==> src/rtl/puzzle_step_sequencer.sv <==
// ---------------------------------------------------------------------------
// puzzle_step_sequencer
//
// Searches for the answer of the 2x3 sliding puzzle by repeatedly reading the
// current board, answer, step counter and last move out of the 16x28-bit
// puzzle register file, then either stopping with a status code or
// committing one blank-tile move.  This block is the only agent driving the
// register file's src0/src1/dst/we/data.
//
// Register map: r0 current board, r1 answer, r2 step counter,
//               r3 finding code, r4 last move ({valid, move[1:0]}).
// Board word:   cell p (p = row*3 + col) in bits [4p+3:4p]; bits [27:24] are
//               a tag that is never compared and is carried through writes.
// Moves (of the blank): U=0 (p-3), D=1 (p+3), L=2 (p-1), R=3 (p+1).
//
// Ports:
//   clk, rst_n        clock, synchronous active-low reset
//   start             pulse, accepted only while idle
//   abort             level, returns to idle from any busy state
//   rf_src0, rf_src1  register file read addresses (async read data returns
//                     on rf_outa / rf_outb in the same cycle)
//   rf_dst, rf_we,    register file write port (sampled by the file on the
//   rf_data           next rising edge)
//   busy              high in every state except IDLE
//   done              one-cycle pulse when a run completes normally
//   status            0 none, 1 solved, 2 step limit, 3 no blank; held
//                     until the next accepted start
//   trace_valid, trace_move, trace_blank
//                     present only when MOVE_TRACE_EN is defined; pulse in
//                     each board-commit cycle with the move and the
//                     pre-move blank index
//
// Optional feature macro: MOVE_TRACE_EN (undefined by default).
//
// Handshake: start is a single-cycle request with no ready; it is acted on
// only when the FSM is idle and is silently dropped otherwise.  The register
// file write port has no back-pressure: a write happens on every rising edge
// where rf_we is high.
// ---------------------------------------------------------------------------
module puzzle_step_sequencer #(
  parameter logic [27:0] MAX_STEPS = 28'd1024,
  parameter logic [3:0]  BLANK     = 4'h0
) (
  input  logic        clk,
  input  logic        rst_n,
  input  logic        start,
  input  logic        abort,
  output logic [3:0]  rf_src0,
  output logic [3:0]  rf_src1,
  output logic [3:0]  rf_dst,
  output logic        rf_we,
  output logic [27:0] rf_data,
  input  logic [27:0] rf_outa,
  input  logic [27:0] rf_outb,
  output logic        busy,
  output logic        done,
  output logic [1:0]  status
`ifdef MOVE_TRACE_EN
  ,
  output logic        trace_valid,
  output logic [1:0]  trace_move,
  output logic [2:0]  trace_blank
`endif
);

  typedef enum logic [3:0] {
    S_IDLE, S_CLR, S_RD_A, S_RD_B, S_CHECK,
    S_WR_CUR, S_WR_NEXT, S_WR_CNT, S_WR_FIND, S_DONE
  } state_t;

  state_t       state_q, state_d;
  logic [27:0]  cur_q, cur_d;
  logic [27:0]  ans_q, ans_d;
  logic [27:0]  cnt_q, cnt_d;
  logic [2:0]   last_q, last_d;
  logic [1:0]   code_q, code_d;
  logic [1:0]   move_q, move_d;
  logic [2:0]   blank_q, blank_d;
  logic [23:0]  swap_q, swap_d;
  logic [1:0]   status_q, status_d;

  // Tag bits of the answer word are never compared.
  logic         unused_ans_tag;
  assign unused_ans_tag = ^ans_q[27:24];

  // ---------------------------------------------------------------------
  // Step decision logic (evaluated from the latched board / last move)
  // ---------------------------------------------------------------------
  logic        has_blank;
  logic [2:0]  blank_idx;
  logic [1:0]  scan_start;
  logic [1:0]  inv_last;
  logic [1:0]  cand;
  logic [1:0]  sel_move;
  logic        found;
  logic [2:0]  tgt_idx;
  logic [23:0] swapped;
  logic [27:0] cnt_inc;

  function automatic logic move_legal(input logic [2:0] p, input logic [1:0] m);
    logic       row1;
    logic [2:0] col;
    row1 = (p >= 3'd3);
    col  = row1 ? (p - 3'd3) : p;
    case (m)
      2'd0:    move_legal = row1;
      2'd1:    move_legal = !row1;
      2'd2:    move_legal = (col != 3'd0);
      default: move_legal = (col != 3'd2);
    endcase
  endfunction

  always_comb begin
    // Scan from the top so the lowest matching cell is the one kept.
    has_blank = 1'b0;
    blank_idx = 3'd0;
    for (int p = 5; p >= 0; p--) begin
      if (cur_q[4*p +: 4] == BLANK) begin
        has_blank = 1'b1;
        blank_idx = 3'(p);
      end
    end

    // Rotate the candidate order after a valid last move so the search does
    // not keep retrying the same direction; the inverse of a valid last
    // move is never taken (U^1=D, L^1=R).
    scan_start = last_q[2] ? (last_q[1:0] + 2'd1) : 2'd0;
    inv_last   = last_q[1:0] ^ 2'b01;
    found      = 1'b0;
    sel_move   = 2'd0;
    cand       = 2'd0;
    for (int i = 0; i < 4; i++) begin
      cand = scan_start + 2'(i);
      if (!found && move_legal(blank_idx, cand) && !(last_q[2] && (cand == inv_last))) begin
        found    = 1'b1;
        sel_move = cand;
      end
    end

    case (sel_move)
      2'd0:    tgt_idx = blank_idx - 3'd3;
      2'd1:    tgt_idx = blank_idx + 3'd3;
      2'd2:    tgt_idx = blank_idx - 3'd1;
      default: tgt_idx = blank_idx + 3'd1;
    endcase

    swapped = cur_q[23:0];
    swapped[{tgt_idx, 2'b00} +: 4]   = cur_q[{blank_idx, 2'b00} +: 4];
    swapped[{blank_idx, 2'b00} +: 4] = cur_q[{tgt_idx, 2'b00} +: 4];

    cnt_inc = (cnt_q == 28'hFFF_FFFF) ? cnt_q : (cnt_q + 28'd1);
  end

  // ---------------------------------------------------------------------
  // FSM next-state and outputs
  // ---------------------------------------------------------------------
  always_comb begin
    state_d  = state_q;
    cur_d    = cur_q;
    ans_d    = ans_q;
    cnt_d    = cnt_q;
    last_d   = last_q;
    code_d   = code_q;
    move_d   = move_q;
    blank_d  = blank_q;
    swap_d   = swap_q;
    status_d = status_q;
    rf_src0  = 4'd0;
    rf_src1  = 4'd1;
    rf_dst   = 4'd0;
    rf_we    = 1'b0;
    rf_data  = 28'd0;
    done     = 1'b0;
    busy     = (state_q != S_IDLE);

    case (state_q)
      S_IDLE: begin
        if (start) begin
          state_d  = S_CLR;
          status_d = 2'd0;
        end
      end
      S_CLR: begin
        rf_we   = 1'b1;
        rf_dst  = 4'd3;
        state_d = S_RD_A;
      end
      S_RD_A: begin
        cur_d   = rf_outa;
        ans_d   = rf_outb;
        state_d = S_RD_B;
      end
      S_RD_B: begin
        rf_src0 = 4'd2;
        rf_src1 = 4'd4;
        cnt_d   = rf_outa;
        last_d  = rf_outb[2:0];
        state_d = S_CHECK;
      end
      S_CHECK: begin
        if (cur_q[23:0] == ans_q[23:0]) begin
          code_d  = 2'd1;
          state_d = S_WR_FIND;
        end else if (cnt_q >= MAX_STEPS) begin
          code_d  = 2'd2;
          state_d = S_WR_FIND;
        end else if (!has_blank) begin
          code_d  = 2'd3;
          state_d = S_WR_FIND;
        end else begin
          move_d  = sel_move;
          blank_d = blank_idx;
          swap_d  = swapped;
          state_d = S_WR_CUR;
        end
      end
      S_WR_CUR: begin
        rf_we   = 1'b1;
        rf_dst  = 4'd0;
        rf_data = {cur_q[27:24], swap_q};
        state_d = S_WR_NEXT;
      end
      S_WR_NEXT: begin
        rf_we   = 1'b1;
        rf_dst  = 4'd4;
        rf_data = {25'd0, 1'b1, move_q};
        state_d = S_WR_CNT;
      end
      S_WR_CNT: begin
        rf_we   = 1'b1;
        rf_dst  = 4'd2;
        rf_data = cnt_inc;
        state_d = S_RD_A;
      end
      S_WR_FIND: begin
        rf_we    = 1'b1;
        rf_dst   = 4'd3;
        rf_data  = {26'd0, code_q};
        status_d = code_q;
        state_d  = S_DONE;
      end
      S_DONE: begin
        done    = 1'b1;
        state_d = S_IDLE;
      end
      default: state_d = S_IDLE;
    endcase

    // Abort wins over every transition; the current cycle's write (driven
    // above) still lands, but status keeps its old value.
    if (abort && (state_q != S_IDLE)) begin
      state_d  = S_IDLE;
      status_d = status_q;
    end
  end

  always_ff @(posedge clk) begin
    if (!rst_n) begin
      state_q  <= S_IDLE;
      cur_q    <= 28'd0;
      ans_q    <= 28'd0;
      cnt_q    <= 28'd0;
      last_q   <= 3'd0;
      code_q   <= 2'd0;
      move_q   <= 2'd0;
      blank_q  <= 3'd0;
      swap_q   <= 24'd0;
      status_q <= 2'd0;
    end else begin
      state_q  <= state_d;
      cur_q    <= cur_d;
      ans_q    <= ans_d;
      cnt_q    <= cnt_d;
      last_q   <= last_d;
      code_q   <= code_d;
      move_q   <= move_d;
      blank_q  <= blank_d;
      swap_q   <= swap_d;
      status_q <= status_d;
    end
  end

  assign status = status_q;

`ifdef MOVE_TRACE_EN
  assign trace_valid = (state_q == S_WR_CUR);
  assign trace_move  = trace_valid ? move_q  : 2'd0;
  assign trace_blank = trace_valid ? blank_q : 3'd0;
`else
  // blank_q only feeds the trace outputs.
  logic unused_blank;
  assign unused_blank = ^blank_q;
`endif

endmodule

==> config.mk <==
export PLATFORM = sky130hd
export DESIGN_NAME = puzzle_step_sequencer
export DESIGN_NICKNAME = d
export VERILOG_FILES = /design/src/rtl/puzzle_step_sequencer.sv
export SDC_FILE = /design/constraint.sdc
export NUM_CORES = 1
export LEC_CHECK = 0
export CAP_MARGIN = 25
export CELL_PAD_IN_SITES_DETAIL_PLACEMENT = 1
export CELL_PAD_IN_SITES_GLOBAL_PLACEMENT = 1
export CORE_MARGIN = 2
export CORE_UTILIZATION = 38
export DETAILED_ROUTE_END_ITERATION = 16
export HOLD_SLACK_MARGIN = 0.1
export PLACE_DENSITY_LB_ADDON = 0.1
export RECOVER_POWER = 100
export SYNTH_ARGS = -nofsm -noshare
export SYNTH_HDL_FRONTEND = slang
export SYNTH_SLANG_ARGS = --single-unit
export TNS_END_PERCENT = 30
==> constraint.sdc <==
create_clock -name clk -period 7.5 [get_ports clk]
set_input_delay 0.75 -clock clk [delete_from_list [all_inputs] [get_ports clk]]
set_output_delay 0.75 -clock clk [all_outputs]
set_load 0.1 [all_outputs]
==> results.md <==
* Largest stage delay on the critical path at 770 ps
* Largest net degree at the start of global routing at 82
* Number of placed cells counting well taps at 1228
* Final worst path period share at 91.03%
* Slack of the critical path at 672.5 ps
* TritonCTS clock tree: done
* R2R cell count at 25
* Count of TritonRoute iterations in the first routing pass at 5
* Worst hold slack after final layout at 469.3 ps
* Detailed-route wire length at 25690 um
* Core ar. at 18090 um^2
* Total non-filler cell area in the finished layout at 8797 um^2
* Most frequent cells in the layout: sky130_fd_sc_hd__nand2_1, sky130_fd_sc_hd__dfxtp_1, sky130_fd_sc_hd__a21oi_1
* Vias in the first global route at 7199
* Worst-Margin Slew at 3778 ps
* Number of buffers on the longest clock path at 2
* Minimum setup slack among reg-to-reg paths at 670 ps
* Overall Global Routing Usage at 26.40%
* Detailed-placement wirelength estimate at 18540 um
* Number of antenna violations at the first check in global routing at 0
* Most used DFF post-synth: sky130_fd_sc_hd__dfxtp_1
* Boundary pin count at 105
* Final net count at 1102
* Slew headroom at -151.9%
* First-pass GRT wire length at 40200 um
* Slowest cell on the critical path: sky130_fd_sc_hd__or4_1
* Pre-CTS setup slack at 858.3 ps
* Number of vias per cell after detailed routing at 5.662
* Remaining design rule violation count at 0
* DIE HEIGHT at 140.4 um
* Failing checks: capacitance limit, slew limit
* Worst setup SP type: flop
* Hold Path Origin: ans_q[23]$_SDFFE_PN0N_
* Min cycle time layout at 6827 ps
* Leading cell type in the layout, fill and taps excluded: sky130_fd_sc_hd__nand2_1
* H-tree level count at 4
* Highest attainable clock frequency at 0.1465 GHz
* Instance area after placement at 8193 um^2
* Clock network latency to the later pin of the worst-skew pair at 430 ps
* Antenna-violating nets left at 0
* Synthesized instance count at 942
* Total Die Area at 19700 um^2
* Setup repair after global routing missed its margin: false
* GRT Residual Overflow at 0
* Total of hold buffers inserted after clock tree synthesis at 0
* Highest ir drop seen on vdd at 0.1694 mV
* Most numerous cell on the critical path: sky130_fd_sc_hd__ha_1
* Crit path max-delay family: compound AO/OA/AOI/OAI gates
* Die width at 140.4 um
* Total negative slack for setup checks at 0 ps
* Static power due to leakage at 0.003279 uW
* Number of flops mapped to enable cells by yosys at 0
* Filler Cells Inserted at 2245
* Final count of hold timing violations at 0
* Wire length per cell after detailed routing at 20.35 um
* Number of distinct library cells after synthesis at 71
* Seq cells post-synth at 117
* Capture endpoint of the worst hold path: ans_q[23]$_SDFFE_PN0N_
* Worst min-delay path class: flop to flop
* Vias at 7146
* Reg2Reg Capture Point: swap_q[4]$_SDFFE_PN0P_
* Worst path bufs/invs at 2
* Required time at the worst-slack endpoint at 7820 ps
* Share of cells above drive strength 1 at 6.680%
* Number of diodes at 0
* Mean instance size in the synthesized netlist at 7.501 um^2
* FFs w/ async S/R, synth at 0%
* Count of cells resized by post-cts repair at 0
* Synthesized cell area at 7066 um^2
* Final worst clock skew at 11.10 ps
* Critical Path End Type: flop
* Number of CTS-inserted buffers at 17
* Clock Root Buffer: sky130_fd_sc_hd__clkbuf_16
* Max-Cap Viols at 1
* Final Max Slew Viols at 82
* Total power divided by cell area at 237.1 nW/um^2
* Initial Util at 39.07%
* Type of the worst setup path: flop to flop
* Finish-stage setup viols at 0
* Top fanout value on the critical path at 10
* Total number of yosys warnings at 0
* Clock transition at the register clock pins on the worst setup and hold paths after CTS at 70 ps
* Part of the Yosys area used for sequential elements at 33.15%
* IO buf count at 94
* FP Rows at 49
* Number of cells traversed by the worst hold path at 2
* Count of buffers added by post-CTS timing repair for setup at 0
* RePlAce Congestion at 0.8872
* DRC violation total after the first TritonRoute iteration at 372
* TritonCTS Sinks at 117
* Outcome: finished with violations
* Worst R2R Start: cur_q[1]$_SDFFE_PN0N_
* Non-filler cells in the finished layout at 1262
* Layout overhead on the synthesized area at 24.51%
* Crit path DAT at 7140 ps
==> Yosys cell counts, drive strengths merged, types with 5 or more instances <==
cell / instances / share of area [%]
nand2: 239 / 13
dfxtp: 117 / 33
a21oi: 104 / 7.4
o21ai: 60 / 4.3
clkbuf: 46 / 2.4
nor2: 38 / 2.1
mux2i: 33 / 4.7
nand3: 29 / 2.1
xnor2: 28 / 3.5
xor2: 22 / 2.7
ha: 21 / 3.7
inv: 21 / 1.1
a31oi: 19 / 1.7
nor4: 16 / 1.9
buf: 14 / 1.3
nand4: 11 / 1.1
nor3: 11 / 0.85
and3: 10 / 0.89
and2: 9 / 0.83
a211oi: 8 / 0.99
nor2b: 8 / 0.71
o221ai: 8 / 1.3
or4: 8 / 0.90
nand2b: 6 / 0.53
o22a: 6 / 0.74
mux2: 5 / 0.80
==> state kept, by name (all words and copies together), names as in the netlist <==
register and cells:
swap_q 24, move_q 2, code_q 2, cur_q 28
state_q 4, ans_q 24, cnt_q 28, status 2
last_q 3
==> power by group <==
group	total (uW)	switching [uW]	internal (uW)	leakage (uW)
combinational	559	368	191	0.00204
sequential	686	40.4	645	0.000945
clock	841	363	478	0.000296
==> logic make-up after synthesis <==
group	share of synthesized area (%)
AO/OA/AOI/OAI	19.53
multiplexers	5.472
adder cells (fa/ha/maj)	4.002
AND/OR/NAND/NOR	26.63
flip-flops	33.15
other	0.05307
buffers and inverters	4.958
XOR/XNOR	6.198
==> worst max path at each step <==
stage | startpoint | endpoint | slack, ps | depth (start not counted)
6_report | cur_q[1]$_SDFFE_PN0N_ | swap_q[4]$_SDFFE_PN0P_ | 670 | 25
5_1_grt | cur_q[1]$_SDFFE_PN0N_ | swap_q[4]$_SDFFE_PN0P_ | 200 | 25
4_1_cts | cur_q[1]$_SDFFE_PN0N_ | swap_q[4]$_SDFFE_PN0P_ | 810 | 25
3_5_place_dp | cur_q[1]$_SDFFE_PN0N_ | swap_q[4]$_SDFFE_PN0P_ | 860 | 25
3_3_place_gp | cur_q[1]$_SDFFE_PN0N_ | swap_q[4]$_SDFFE_PN0P_ | 990 | 26
2_1_floorplan | cur_q[16]$_SDFFE_PN0N_ | swap_q[4]$_SDFFE_PN0P_ | 1220 | 26
==> cell type report <==
| cell class | instances | area [um^2] | area share [%] |
|---|---|---|---|
| multi-input combinational | 748 | 4394 | 49.95 |
| sequential | 117 | 2342 | 26.62 |
| timing repair buffer | 114 | 1085 | 12.33 |
| clock buffer | 17 | 425.4 | 4.836 |
| tap | 229 | 286.5 | 3.257 |
| clock inverter | 15 | 181.4 | 2.062 |
| inverter | 22 | 82.58 | 0.9387 |
==> through the flow <==
step / power [uW] / utilization [%]
2_1_floorplan: 1076 / -
3_3_place_gp: 1250 / 45.30
3_5_place_dp: 1256 / 45.30
4_1_cts: 2102 / 48.65
5_1_grt: 2177 / 48.64
6_report: 2085 / 48.64
==> worst register-to-register path, cell delays in order (launching register included) <==
cell and delay, ps:
sky130_fd_sc_hd__dfxtp_1 430, sky130_fd_sc_hd__or4_1 780, sky130_fd_sc_hd__o21ai_0 220, sky130_fd_sc_hd__or2_1 170, sky130_fd_sc_hd__inv_1 60, sky130_fd_sc_hd__ha_1 210
sky130_fd_sc_hd__ha_1 230, sky130_fd_sc_hd__a31oi_1 330, sky130_fd_sc_hd__mux2i_1 390, sky130_fd_sc_hd__a211oi_1 150, sky130_fd_sc_hd__a221o_1 310, sky130_fd_sc_hd__a311oi_1 440
sky130_fd_sc_hd__o22ai_1 190, sky130_fd_sc_hd__ha_1 300, sky130_fd_sc_hd__inv_1 40, sky130_fd_sc_hd__fa_1 370, sky130_fd_sc_hd__xnor2_1 160, sky130_fd_sc_hd__or4_1 420
sky130_fd_sc_hd__o221ai_2 120, sky130_fd_sc_hd__ha_1 300, sky130_fd_sc_hd__nand2_1 70, sky130_fd_sc_hd__a21oi_1 440, sky130_fd_sc_hd__mux2i_1 260, sky130_fd_sc_hd__o21ai_1 80
sky130_fd_sc_hd__a31oi_1 160, sky130_fd_sc_hd__nor2_1 50
==> metal layers <==
layer  vias to the layer above  global-route usage (%)  share of wire [%]
met3                        34                   5.402                4.4
met2                       156                   43.91                 47
met1                      3518                   34.79                 47
li1                       3438                       -                  -
met4                         0                   7.390                2.0
met5                         -                       0                  0
(Power assumes the default switching activity.)
